[src/rtl/cla_nibble_serial_adder_if.sv]
// Handshake and data bundle for the nibble-serial CLA adder.
// The master drives operands and out_ready; the slave (the adder) drives results.
interface cla_nibble_serial_adder_if #(
  parameter int unsigned WIDTH = 16
);
  logic             in_valid;
  logic             in_ready;
  logic [WIDTH-1:0] a;
  logic [WIDTH-1:0] b;
  logic             cin;
  logic             out_valid;
  logic             out_ready;
  logic [WIDTH-1:0] sum;
  logic             cout;
  logic             overflow;

  modport master (
    output in_valid, a, b, cin, out_ready,
    input  in_ready, out_valid, sum, cout, overflow
  );

  modport slave (
    input  in_valid, a, b, cin, out_ready,
    output in_ready, out_valid, sum, cout, overflow
  );
endinterface

[src/rtl/cla_nibble_serial_adder.sv]
// WIDTH-bit adder built from one 4-bit carry-lookahead cell, one nibble per cycle, LSB first.
// Results are held in DONE until the consumer takes them; a new add may be accepted on that edge.
module cla_nibble_serial_adder #(
  parameter int unsigned WIDTH = 16
) (
  input logic                      clk,
  input logic                      rst_n,
  cla_nibble_serial_adder_if.slave bus
);
  localparam int unsigned N    = WIDTH / 4;
  localparam int unsigned CntW = $clog2(N);

  typedef enum logic [1:0] {StIdle, StRun, StDone} state_e;

  state_e           state_q, state_d;
  logic [WIDTH-1:0] a_q, a_d, b_q, b_d, sum_q, sum_d;
  logic             carry_q, carry_d, cout_q, cout_d, ovf_q, ovf_d;
  logic             out_valid_q, out_valid_d;
  logic [CntW-1:0]  count_q, count_d;

  logic [3:0] nib_a, nib_b, nib_s, p, g;
  logic [4:0] c;
  logic       accept;

  // Shared 4-bit carry-lookahead cell fed by the current nibble and the registered carry.
  always_comb begin
    nib_a = a_q[{count_q, 2'b00} +: 4];
    nib_b = b_q[{count_q, 2'b00} +: 4];
    p     = nib_a ^ nib_b;
    g     = nib_a & nib_b;
    c[0]  = carry_q;
    c[1]  = g[0] | (p[0] & c[0]);
    c[2]  = g[1] | (p[1] & g[0]) | (p[1] & p[0] & c[0]);
    c[3]  = g[2] | (p[2] & g[1]) | (p[2] & p[1] & g[0]) | (p[2] & p[1] & p[0] & c[0]);
    c[4]  = g[3] | (p[3] & g[2]) | (p[3] & p[2] & g[1]) | (p[3] & p[2] & p[1] & g[0])
          | (p[3] & p[2] & p[1] & p[0] & c[0]);
    nib_s = p ^ c[3:0];
  end

  // Held low during reset; in DONE the consumer's ready opens the input for back-to-back adds.
  assign bus.in_ready = rst_n & ((state_q == StIdle) | ((state_q == StDone) & bus.out_ready));
  assign accept       = bus.in_valid & bus.in_ready;

  always_comb begin
    state_d     = state_q;
    a_d         = a_q;
    b_d         = b_q;
    sum_d       = sum_q;
    carry_d     = carry_q;
    count_d     = count_q;
    cout_d      = cout_q;
    ovf_d       = ovf_q;
    out_valid_d = out_valid_q;

    unique case (state_q)
      StIdle: begin
        if (accept) begin
          a_d     = bus.a;
          b_d     = bus.b;
          carry_d = bus.cin;
          count_d = '0;
          state_d = StRun;
        end
      end
      StRun: begin
        sum_d[{count_q, 2'b00} +: 4] = nib_s;
        carry_d                      = c[4];
        count_d                      = count_q + CntW'(1);
        if (count_q == CntW'(N - 1)) begin
          cout_d      = c[4];
          ovf_d       = a_q[WIDTH-1] ^ b_q[WIDTH-1] ^ nib_s[3] ^ c[4];
          out_valid_d = 1'b1;
          state_d     = StDone;
        end
      end
      StDone: begin
        if (bus.out_ready) begin
          out_valid_d = 1'b0;
          if (accept) begin
            a_d     = bus.a;
            b_d     = bus.b;
            carry_d = bus.cin;
            count_d = '0;
            state_d = StRun;
          end else begin
            state_d = StIdle;
          end
        end
      end
      default: state_d = StIdle;
    endcase
  end

  always_ff @(posedge clk or negedge rst_n) begin
    if (!rst_n) begin
      state_q     <= StIdle;
      a_q         <= '0;
      b_q         <= '0;
      sum_q       <= '0;
      carry_q     <= 1'b0;
      count_q     <= '0;
      cout_q      <= 1'b0;
      ovf_q       <= 1'b0;
      out_valid_q <= 1'b0;
    end else begin
      state_q     <= state_d;
      a_q         <= a_d;
      b_q         <= b_d;
      sum_q       <= sum_d;
      carry_q     <= carry_d;
      count_q     <= count_d;
      cout_q      <= cout_d;
      ovf_q       <= ovf_d;
      out_valid_q <= out_valid_d;
    end
  end

  assign bus.out_valid = out_valid_q;
  assign bus.sum       = sum_q;
  assign bus.cout      = cout_q;
  assign bus.overflow  = ovf_q;
endmodule
[src/flat_wrapper.sv]
// flat-port wrapper written by rule: the top's interface ports become plain ports
module cla_nibble_serial_adder_flat 
#(
  parameter int unsigned WIDTH = 16
)
  (clk, rst_n, bus_in_valid, bus_a, bus_b, bus_cin, bus_out_ready, bus_in_ready, bus_out_valid, bus_sum, bus_cout, bus_overflow);
  cla_nibble_serial_adder_if #(.WIDTH(WIDTH)) bus_i ();
  input logic clk;
  input logic rst_n;
  input wire logic [$bits(bus_i.in_valid)-1:0] bus_in_valid;
  input wire logic [$bits(bus_i.a)-1:0] bus_a;
  input wire logic [$bits(bus_i.b)-1:0] bus_b;
  input wire logic [$bits(bus_i.cin)-1:0] bus_cin;
  input wire logic [$bits(bus_i.out_ready)-1:0] bus_out_ready;
  output wire logic [$bits(bus_i.in_ready)-1:0] bus_in_ready;
  output wire logic [$bits(bus_i.out_valid)-1:0] bus_out_valid;
  output wire logic [$bits(bus_i.sum)-1:0] bus_sum;
  output wire logic [$bits(bus_i.cout)-1:0] bus_cout;
  output wire logic [$bits(bus_i.overflow)-1:0] bus_overflow;
  assign bus_i.in_valid = bus_in_valid;
  assign bus_i.a = bus_a;
  assign bus_i.b = bus_b;
  assign bus_i.cin = bus_cin;
  assign bus_i.out_ready = bus_out_ready;
  assign bus_in_ready = bus_i.in_ready;
  assign bus_out_valid = bus_i.out_valid;
  assign bus_sum = bus_i.sum;
  assign bus_cout = bus_i.cout;
  assign bus_overflow = bus_i.overflow;
  cla_nibble_serial_adder #(.WIDTH(WIDTH)) u_core (.clk(clk), .rst_n(rst_n), .bus(bus_i));
endmodule
[config.mk]
export PLATFORM = sky130hd
export DESIGN_NAME = cla_nibble_serial_adder_flat
export DESIGN_NICKNAME = d
export VERILOG_FILES = /design/src/rtl/cla_nibble_serial_adder_if.sv /design/src/rtl/cla_nibble_serial_adder.sv /design/src/flat_wrapper.sv
export SDC_FILE = /design/constraint.sdc
export NUM_CORES = 1
export LEC_CHECK = 0
export CAP_MARGIN = 40
export CORE_MARGIN = 4
export CORE_UTILIZATION = 46
export CTS_CLUSTER_DIAMETER = 100
export CTS_CLUSTER_SIZE = 25
export DETAILED_ROUTE_END_ITERATION = 8
export HOLD_SLACK_MARGIN = 0.15
export PLACE_DENSITY = 0.76
export SKIP_LAST_GASP = 1
export SLEW_MARGIN = 40
export SYNTH_ARGS = -nofsm -noshare
export SYNTH_HDL_FRONTEND = slang
export SYNTH_SLANG_ARGS = --single-unit
[constraint.sdc]
create_clock -name clk -period 2.9 [get_ports clk]
set_clock_uncertainty 0.05 [all_clocks]
set_input_delay 0.58 -clock clk [delete_from_list [all_inputs] [get_ports clk]]
set_output_delay 0.58 -clock clk [all_outputs]
set_load 0.005 [all_outputs]
### Word-level counts from Yosys, hierarchy flattened

Index checks and enable logic that the tools add are counted.
W data, S select, Z words.

* input port bits: 37
* logic and storage cells: 87
* register bits: 56
* output and inout bits: 20

* shift operators: 4
* reductions and logical operators: 9
* add/sub/neg operators: 2
* equal/unequal tests: 6
* bitwise gates (word level): 36
* muxes and demuxes: 21

Operators by type and width (number)
* $mux W16: 4
* $pmux W16 S2: 2
* $shiftx A16 B5 Y4: 2
* $and A1 B1 Y1: 19
* $bwmux W16: 1
* $shift A4 B6 Y16 const A: 1
* $shiftx A4 B6 Y16: 1
* $pmux W2 S3: 2
* $or A1 B1 Y1: 11
* $mux W2: 5
* $xor A4 B4 Y4: 2
* $neg A4 Y6: 1
* $reduce_and A2 Y1: 3
* $reduce_and A3 Y1: 2
* $mux W1: 5
* $and A4 B4 Y4: 1
* $eq A2 B2 Y1 const B: 2
* $ne A2 B1 Y1 const B: 2
* $reduce_bool A2 Y1: 2
* $pmux W1 S3: 1
* $reduce_bool A3 Y1: 1
* $xor A1 B1 Y1: 3
* $add A2 B1 Y2 const B: 1
* $eq A2 B1 Y1 const B: 1
* 3 further kinds: 3

### Depth between registers and ports, before layout

* depth after elaboration: 9
* gate-level depth with buffers: 9
* mapped depth without buffers: 7

### Least setup slack after synthesis

Ideal clock, no wire load.

* kind: reg2reg
* from: register u_core.count_q[0]
* to: register u_core.ovf_q, in the netlist u_core.bus.overflow
* required time: 2730 ps
* buffers on the path: 2
* cell stages (with the launch flop): 10
* path slack: -102 ps
* period minus slack after synthesis: 3002 ps
* data arrival time: 2831 ps
* setup time: 120 ps
* path through: dfrtp_1 -> clkbuf_1 -> buf_2 -> mux4_2 -> ha_1 -> a41oi_2 -> o21ai_4 -> xnor2_1 -> a211o_1 -> a41o_1

* cells in the longest elaborated chain, start to end: 9
* elaborated cells between the ends (all ways): 28
* those cells by class: eq/ne: 1; shift: 2; bitwise: 24; reduce/logical: 1

RTL lines
* start, declared: line cla_nibble_serial_adder.sv:19 `logic [CntW-1:0] count_q, count_d;`
* start signal, assigned: line cla_nibble_serial_adder.sv:111 `count_q <= count_d;`
* $shiftx A16 B5 Y4 (on tied branches): line cla_nibble_serial_adder.sv:27, cla_nibble_serial_adder.sv:28
* $xor A4 B4 Y4 / $and A4 B4 Y4 (equally long branches): line cla_nibble_serial_adder.sv:29, cla_nibble_serial_adder.sv:30
* $and A1 B1 Y1: line cla_nibble_serial_adder.sv:34 `c[3] = g[2] | (p[2] & g[1]) | (p[2] & p[1] & g[0]) | (p[2] & p[1] & p[0] & c[0]);`
* $or A1 B1 Y1 / $and A1 B1 Y1 (equally long branches) (2 in series): line cla_nibble_serial_adder.sv:34
* $or A1 B1 Y1: line cla_nibble_serial_adder.sv:34
* $xor A4 B4 Y4: line cla_nibble_serial_adder.sv:37 `nib_s = p ^ c[3:0];`
* $xor A1 B1 Y1 (2 in series): line cla_nibble_serial_adder.sv:71 `ovf_d = a_q[WIDTH-1] ^ b_q[WIDTH-1] ^ nib_s[3] ^ c[4];`
* end signal, assigned: line cla_nibble_serial_adder.sv:113 `ovf_q <= ovf_d;`
* end, declared: line cla_nibble_serial_adder.sv:17 `logic carry_q, carry_d, cout_q, cout_d, ovf_q, ovf_d;`

Parallel ways exist; a longest one is shown, timed or not.
A chain may end at the register's enable or synchronous reset.

### Worst setup path after layout

Same ends and word-level chain as after synthesis.

==> flow_summary.ini <==
[final_layout]
layoutNonFillerInstCount = 327
final_instance_area_sq_um = 3390
drive_gt1_frac = 0.165
n_antenna_cell = 0
flow.area_growth_from_synthesis_pct = 28.1
share_of_the_core_filled_with_cells_in_the_final_layout = 0.612
nets = 303

[drt]
dr.first_iter.drc_count = 62
routed_wirelength_um = 4870
vias = 1711
vias_per_cell = 5.23
avgRoutedWirePerCell_um = 14.9
drt_first_pass_iters = 4
route.detailed.drc = 0
ant_nets = 0

[pwr]
power.density_cell_area_nw_per_um2 = 1210
leakage_nw = 1.46
irDropWorstVdd_mv = 0.568

[cts]
numClockSinks = 56
clock_tree.buffer_depth = 2
worst_setup_hold_path_clk_slew_ns = 0.09
clk-insertion-delay-late_ns = 0.30
cts_root_buf = sky130_fd_sc_hd__clkbuf_8
cts_made_buffers = 5
cts_htree_levels = 2
cts_hold_buffers = 0
post_cts_buffers = 0
tritoncts = built

[synthesis]
gate_count_post_synth = 192
synth_top_flop_cell = sky130_fd_sc_hd__dfrtp_1
post_synthesis_instance_area_sq_um = 2650
synth_largest_type_area_fraction = 0.530
post_synth_num_cell_types = 36
ys_ff_latch = 56
synth_area_per_cell_sq_um = 13.8
synth_edf_count = 0
synthesis.nets = 241
ys.warnings.count = 0
yosysSeqAreaShare = 0.530
synth-async-reset-ratio = 1.00
netlist_top_cells_area = sky130_fd_sc_hd__dfrtp_1, sky130_fd_sc_hd__mux2_1, sky130_fd_sc_hd__mux4_2, sky130_fd_sc_hd__ha_1, sky130_fd_sc_hd__mux2_2
synth_largest_area_cell = sky130_fd_sc_hd__dfrtp_1

[sta]
setup_total_negative_slack_ns = 0
hold_violations = 0
grt_setup_unrepaired = false
relSlewSlack = 0.549
fin_crit_sh = 0.919
setup_viol = 0
worst_slew_pin_slew_ns = 0.676
final.min_clock_period_ns = 2.66
slew_viol_final = 0
max_freq_mhz = 375

[die]
floorplan.rows = 27
die_h_um = 83.8
die_w_um = 83.8
initial_utilization = 0.477
pin_count = 57
design.die.area_sq_um = 7030
floorplan.core_area_sq_um = 5540

[grt]
grt_pass1_vias = 1792
antenna_found_initial = 0
grt_max_degree = 57
first_pass_grt_wire_length_um = 8540
grt_overflow_total = 0
gr-usage-all-layers = 0.148

[run]
drv.max_cap_violation_count = 0

[place]
numPortBuffers = 56
gp_congestion = 0.809
post-place-cells = 319
hpwlAfterDp_um = 3830
placed_cell_area_sq_um = 3290

[critical_path]
endpoint_kind = register
reg2reg_depth = 7
worstSetupStartpointType = register
criticalPathCategory = register to register
worst-endpoint-arrival_ns = 2.81
worst-endpoint-required_ns = 3.05
worstPathMaxFanout = 8

[worst_hold_path]
min_path_type = input pin to asynchronous set/reset pin

[outcome]
run_status = completed
## where the power goes
group | switching, W | total, W | leakage (nW) | internal [W]
clock | 0.000236 | 0.000431 | 0.0445 | 0.000194
sequential | 0.000253 | 0.00139 | 0.698 | 0.00114
combinational | 0.00114 | 0.00227 | 0.714 | 0.00113
## worst max-delay path: stages, from the launching register on
cell	delay, ns
sky130_fd_sc_hd__dfrtp_2	0.51
sky130_fd_sc_hd__mux4_2	0.59
sky130_fd_sc_hd__ha_1	0.34
sky130_fd_sc_hd__a41oi_2	0.26
sky130_fd_sc_hd__o21ai_4	0.12
sky130_fd_sc_hd__xnor2_1	0.16
sky130_fd_sc_hd__a211o_1	0.30
sky130_fd_sc_hd__a41o_1	0.24
## cells in the mapped netlist, drive strengths merged (4+ instances only)
library cell	instances
a21oi	5
a22o	12
buf	4
dfrtp	56
ha	11
inv	7
mux2	32
mux4	8
nand2	18
nor2	5
o21ai	5
o31ai	5
xnor2	5
## state kept, by name, indices dropped and copies added (netlist names)
| register | cells |
|---|---|
| u_core.b_q | 16 |
| u_core.bus.cout | 1 |
| u_core.a_q | 16 |
| u_core.bus.sum | 16 |
| u_core.bus.overflow | 1 |
| u_core.carry_q | 1 |
| u_core.count_q | 2 |
| u_core.bus.out_valid | 1 |
| u_core.state_q | 2 |
## layer usage
layer	up-vias	wire length (um)	GRT usage
met1	833	2210	0.200
met5	-	0	0
met2	49	2370	0.244
li1	824	-	-
met3	5	247	0.0365
met4	0	40	0.0292
## cell type report
class / instances / area (sq um)
clock buffers: 7 / 86.3
clock inverters: 1 / 7.51
fillers: 457 / 2150
inverters: 7 / 26.3
multi-input cells: 123 / 1180
flip-flops and latches: 56 / 1400
well taps: 72 / 90.1
repair buffers: 61 / 593
## logic make-up (layout without fill, tap and decap cells)
family | Yosys count | count (layout) | share of synthesized area
DFF | 56 | 56 | 0.530
muxes | 42 | 42 | 0.212
AOI/OAI and AO/OA | 33 | 33 | 0.101
and+or+nand+nor | 30 | 30 | 0.0544
buffers and inverters | 13 | 76 | 0.0232
adders and majority gates | 12 | 12 | 0.0596
xor gates and xnor gates | 6 | 6 | 0.0199
## worst paths after layout
kind                       slack, ns                  end               from
max in group asynchronous       1.94    u_core.count_q[0]              rst_n
min in group clk                0.44    u_core.bus.sum[1]  u_core.bus.sum[1]
max reg2reg                     0.24  u_core.bus.overflow  u_core.count_q[0]
min                             0.38    u_core.count_q[1]              rst_n
min reg2reg                     0.44    u_core.bus.sum[1]  u_core.bus.sum[1]
max                             0.24  u_core.bus.overflow  u_core.count_q[0]
## cell usage in the layout (no fill, tap or decap), drive strengths merged
master         instances
a211o                  1
a21o                   1
a21oi                  5
a22o                  12
a41o                   1
a41oi                  1
and2                   1
buf                    6
clkbuf                 7
clkdlybuf4s50         55
clkinvlp               1
dfrtp                 56
fa                     1
ha                    11
inv                    7
mux2                  32
mux2i                  2
mux4                   8
nand2                 18
nand3                  2
nor2                   5
nor2b                  1
nor3                   1
nor3b                  1
nor4                   1
o211a                  1
o211ai                 1
o21ai                  5
o31ai                  5
xnor2                  5
xor2                   1
## per-stage QoR
step / setup slack (ns) / power [W] / hold WS (ns)
after floorplan: 0.0257 / 0.00298 / 0.234
after global placement: 0.195 / 0.00363 / 0.418
after detailed placement: 0.106 / 0.00370 / 0.425
after CTS: 0.0802 / 0.00414 / 0.393
after global routing: 0.122 / 0.00442 / 0.439
final: 0.235 / 0.00408 / 0.379
## repair_timing
| action | CTS | global route |
|---|---|---|
| hold endpoints to repair | 0 | 0 |
| setup endpoints to repair | 0 | 1 |
| resized for setup | 0 | 1 |
(Power assumes the default switching activity.)
